[src/rtl/rr_onehot_sel.sv]
// Round-robin arbiter that drives the sel input of the one-hot 4:1 mux.
// A grant is held until release, owner withdrawal, or a HOLD_MAX timeout.
`timescale 1ns/1ps
module rr_onehot_sel #(
  parameter int HOLD_MAX = 8
) (
  input  logic       clk,
  input  logic       reset_n,
  input  logic [3:0] req_i,
  input  logic       release_i,
  output logic [3:0] sel_o,
  output logic [1:0] owner_o,
  output logic       busy_o,
  output logic       timeout_o
);

  localparam int CW = (HOLD_MAX > 1) ? $clog2(HOLD_MAX) : 1;
  localparam logic [CW-1:0] HOLD_LAST = CW'(HOLD_MAX - 1);

  typedef enum logic {IDLE, GRANT} state_t;

  state_t        state;
  logic [1:0]    last;
  logic [CW-1:0] hold_cnt;
  logic [1:0]    winner;
  logic          found;
  logic          exit_rel;
  logic          exit_tmo;

  // Priority search starts just after the previous owner and wraps; k=4 lands back on last.
  always_comb begin
    winner = 2'd0;
    found  = 1'b0;
    for (int k = 1; k <= 4; k++) begin
      if (!found && req_i[last + 2'(k)]) begin
        winner = last + 2'(k);
        found  = 1'b1;
      end
    end
  end

  assign exit_rel = release_i || !req_i[owner_o];
  assign exit_tmo = (hold_cnt == HOLD_LAST);

  // Leaving GRANT always passes through IDLE, so sel_o never jumps between two one-hot values.
  always_ff @(posedge clk or negedge reset_n) begin
    if (!reset_n) begin
      state     <= IDLE;
      last      <= 2'd3;
      hold_cnt  <= '0;
      sel_o     <= 4'b0000;
      owner_o   <= 2'd0;
      busy_o    <= 1'b0;
      timeout_o <= 1'b0;
    end else begin
      timeout_o <= 1'b0;
      case (state)
        IDLE: begin
          if (|req_i) begin
            state    <= GRANT;
            sel_o    <= 4'b0001 << winner;
            owner_o  <= winner;
            busy_o   <= 1'b1;
            hold_cnt <= '0;
          end
        end
        GRANT: begin
          if (exit_rel || exit_tmo) begin
            state     <= IDLE;
            last      <= owner_o;
            sel_o     <= 4'b0000;
            owner_o   <= 2'd0;
            busy_o    <= 1'b0;
            timeout_o <= exit_tmo && !exit_rel;
          end else if (hold_cnt != HOLD_LAST) begin
            hold_cnt <= hold_cnt + CW'(1);
          end
        end
        default: state <= IDLE;
      endcase
    end
  end

endmodule

[config.mk]
export PLATFORM = sky130hd
export DESIGN_NAME = rr_onehot_sel
export DESIGN_NICKNAME = d
export VERILOG_FILES = /design/src/rtl/rr_onehot_sel.sv
export SDC_FILE = /design/constraint.sdc
export NUM_CORES = 1
export LEC_CHECK = 0
export ABC_AREA = 1
export BUFFER_PORTS_ARGS = -buffer_cell sky130_fd_sc_hd__buf_2
export CORE_MARGIN = 1.5
export CORE_UTILIZATION = 34
export DETAILED_ROUTE_END_ITERATION = 8
export GPL_TIMING_DRIVEN = 0
export SETUP_SLACK_MARGIN = 0.1
export SYNTH_ARGS = -nofsm -noshare
export SYNTH_HDL_FRONTEND = slang
export SYNTH_SLANG_ARGS = --single-unit
export TNS_END_PERCENT = 20
[constraint.sdc]
create_clock -name clk -period 3.9 [get_ports clk]
set_input_delay 0.195 -clock clk [delete_from_list [all_inputs] [get_ports clk]]
set_output_delay 0.195 -clock clk [all_outputs]
set_load 0.05 [all_outputs]
==> results.toml <==
[placed_design]
dp_slack_ps = 2300
dpl.cell_count = 169
io_buffers = 14
gp_congestion = 0.776
place_hpwl_mm = 1.53
place_area_mm2 = 0.00108

[timing]
max_freq_mhz = 628
tightest_slew_ps = 310
finalCriticalPeriod_ps = 1590
clock_skew_ps = 1.27
fin_hold_ws_ps = 166
report.final.slew_viol_count = 0
post-route-period-util_pct = 40.9
maxSlewHeadroom_pct = 79.4
setup_tns_ps = 0
setup_violations = 0
hold_viol = 0
worst_slack_ps = 2310
rsz0062_at_grt = "no"

[global_route]
grt_remaining_overflow = 0
grtUsageTotal_pct = 13.2
antenna_found_initial = 0
use_met2_pct = 24.7
grt_pass1_wl_mm = 3.37
grt_util_met1_pct = 15.4
grt_max_degree = 15
grt_util_met3_pct = 1.61
grt_pass1_vias = 823
grt-busiest-layer = "met2"

[clock_network]
htree_levels = 1
numCtsBuffers = 3
postCtsSetupBuffers = 0
cts.sinks = 14
cts-root-buf = "clkbuf_4"
cts-resized-gates = 0
hold_buffers = 1
path_clk_slew_ps = 80
tritoncts = "yes"
insertion_delay_ps = 270
clk_path_buf_depth = 2

[die]
pin_count = 15
dieArea_mm2 = 0.00318
start_util_pct = 35.5
die_x_um = 56.4
core_area_mm2 = 0.00273
num_rows = 19
dieHeight_um = 56.4

[critical_path]
cpPeakStageDelay_ps = 530
path_max_fanout = 10
path_class = "reg -> reg"
cp_data_arrival_time_ps = 1770
required_ps = 4070
worstPathCellList = "buf_6, inv_8, nand2_4, nand2_2, nand2_1, nand2_2, nor2_4, nand2_1, nand3_2, nand2_2, nand3_1, nand2_1"
critPathLaunchType = "flip-flop"
crit_slowest_cell = "dfstp_2"
cp-end-kind = "flip-flop"

[layout]
nets = 153
final_cells = 174
diodes = 0
fillers = 287
post-route-util_pct = 41.1
design_area_mm2 = 0.00112
synthToLayoutAreaGrowth_pct = 16.0
layout-drive-gt1-share_pct = 33.6

[status]
status = "completed"

[power_and_ir_drop]
p_leak_nw = 0.647
ir_drop_v = 0.000427
power_density_mw_per_mm2 = 890
power_mw = 1.00

[synth]
synth_cell_types = 25
synth_nets = 133
ys_ff_latch = 14
ys_seq_area_share_pct = 36.4
syn_area_um2 = 970
synthCells = 124
avgSynthCellArea_um2 = 7.82
yosysWarnings = 0

[routing]
routed_wl_mm = 1.88
ant_nets = 0
first_pass_iters = 4
drt_iter0_markers = 16
avgRoutedWirePerCell_um = 10.8
drc = 0
vias = 824
viasPerCell = 4.74

[run]
drv_cap = 0

[worst_hold_path]
min_path_type = "in -> reg"
==> layout by cell type (no fill, tap or decap) <==
cell | synthesis | routed
nand2_2 | 9 | 9
clkbuf_8 | 0 | 1
buf_4 | 1 | 1
o21ai_1 | 2 | 2
o21ai_2 | 1 | 1
ha_1 | 2 | 2
o21ai_0 | 2 | 2
inv_8 | 1 | 1
nand4_1 | 3 | 3
dlygate4sd3_1 | 0 | 1
buf_6 | 1 | 1
mux2i_1 | 1 | 1
o21bai_1 | 1 | 1
a31oi_1 | 1 | 1
inv_2 | 3 | 3
nor2_4 | 1 | 1
buf_2 | 0 | 14
dfstp_2 | 2 | 2
nand4_2 | 1 | 1
o211ai_1 | 2 | 2
nor2_1 | 3 | 3
clkbuf_4 | 0 | 3
nand2_4 | 8 | 8
nand2_1 | 36 | 36
nand3_1 | 14 | 14
dfrtp_1 | 12 | 12
inv_1 | 14 | 14
a21oi_1 | 1 | 1
nand3_2 | 2 | 2
==> critical path, delay by kind of cell (launching register included) <==
family                 cells  cell delay [ps]
buffers and inverters      2              220
flip-flops                 1              530
AND/OR/NAND/NOR           10              750
==> power breakdown <==
part | internal [mW] | switching, mW
combinational | 0.203 | 0.454
sequential | 0.204 | 0.0367
clock | 0.0567 | 0.0466
total | 0.463 | 0.537
==> cell families (layout without fill, tap and decap cells) <==
kind of cell	Yosys count	count (layout)	share of synthesized area, %
AO/OA/AOI/OAI	10	10	6.45
adder cells (fa/ha/maj)	2	2	2.58
buffers and inverters	20	39	9.68
flip-flops	14	14	36.4
multiplexers	1	1	1.03
AND/OR/NAND/NOR	77	77	43.9
==> worst paths after layout <==
kind                                   to  slack [ps]       from  cells past startpoint
worst max register to register   sel_o[1]        2310    last[0]                     12
min in group asynchronous        sel_o[3]         320    reset_n                      2
worst min register to register     busy_o         470     busy_o                      2
max in group asynchronous         last[1]        3290    reset_n                      2
worst min-delay path            timeout_o         170  release_i                      4
worst max-delay path             sel_o[1]        2310    last[0]                     12
==> registers in the layout, summed over array words and instances (netlist names) <==
register	count
sel_o	4
hold_cnt	3
last	2
busy_o	1
timeout_o	1
owner_o	2
state	1
==> metal layers <==
layer / share of wire, % / wire [um]
met2: 50 / 937
met5: 0 / 0
met4: 0.96 / 18
met3: 2.7 / 50
met1: 46 / 872
==> cells in the mapped netlist <==
cell      number  share of area (%)
nand3_2        2                2.1
nand2_2        9                5.8
nand2_4        8                9.3
inv_1         14                5.4
o211ai_1       2                1.5
dfrtp_1       12                 31
nor2_4         1                1.2
o21ai_0        2                1.0
o21ai_2        1               0.90
nand4_1        3                1.9
o21ai_1        2                1.0
nand2_1       36                 14
mux2i_1        1                1.0
nand4_2        1                1.3
buf_4          1               0.77
nand3_1       14                7.2
nor2_1         3                1.2
dfstp_2        2                5.4
inv_2          3                1.2
o21bai_1       1               0.77
a21oi_1        1               0.52
buf_6          1                1.2
inv_8          1                1.2
a31oi_1        1               0.65
ha_1           2                2.6
==> area by class of cell <==
class | instances | area, um2 | area share (%)
Buffer | 2 | 18.8 | 1.67
Clock buffer | 4 | 36.3 | 3.23
Inverter | 18 | 75.1 | 6.67
Multi-Input combinational cell | 90 | 523 | 46.5
Sequential cell | 14 | 353 | 31.4
Tap cell | 31 | 38.8 | 3.45
Timing Repair Buffer | 15 | 80.1 | 7.12
Power figures use the tool's default switching activity.
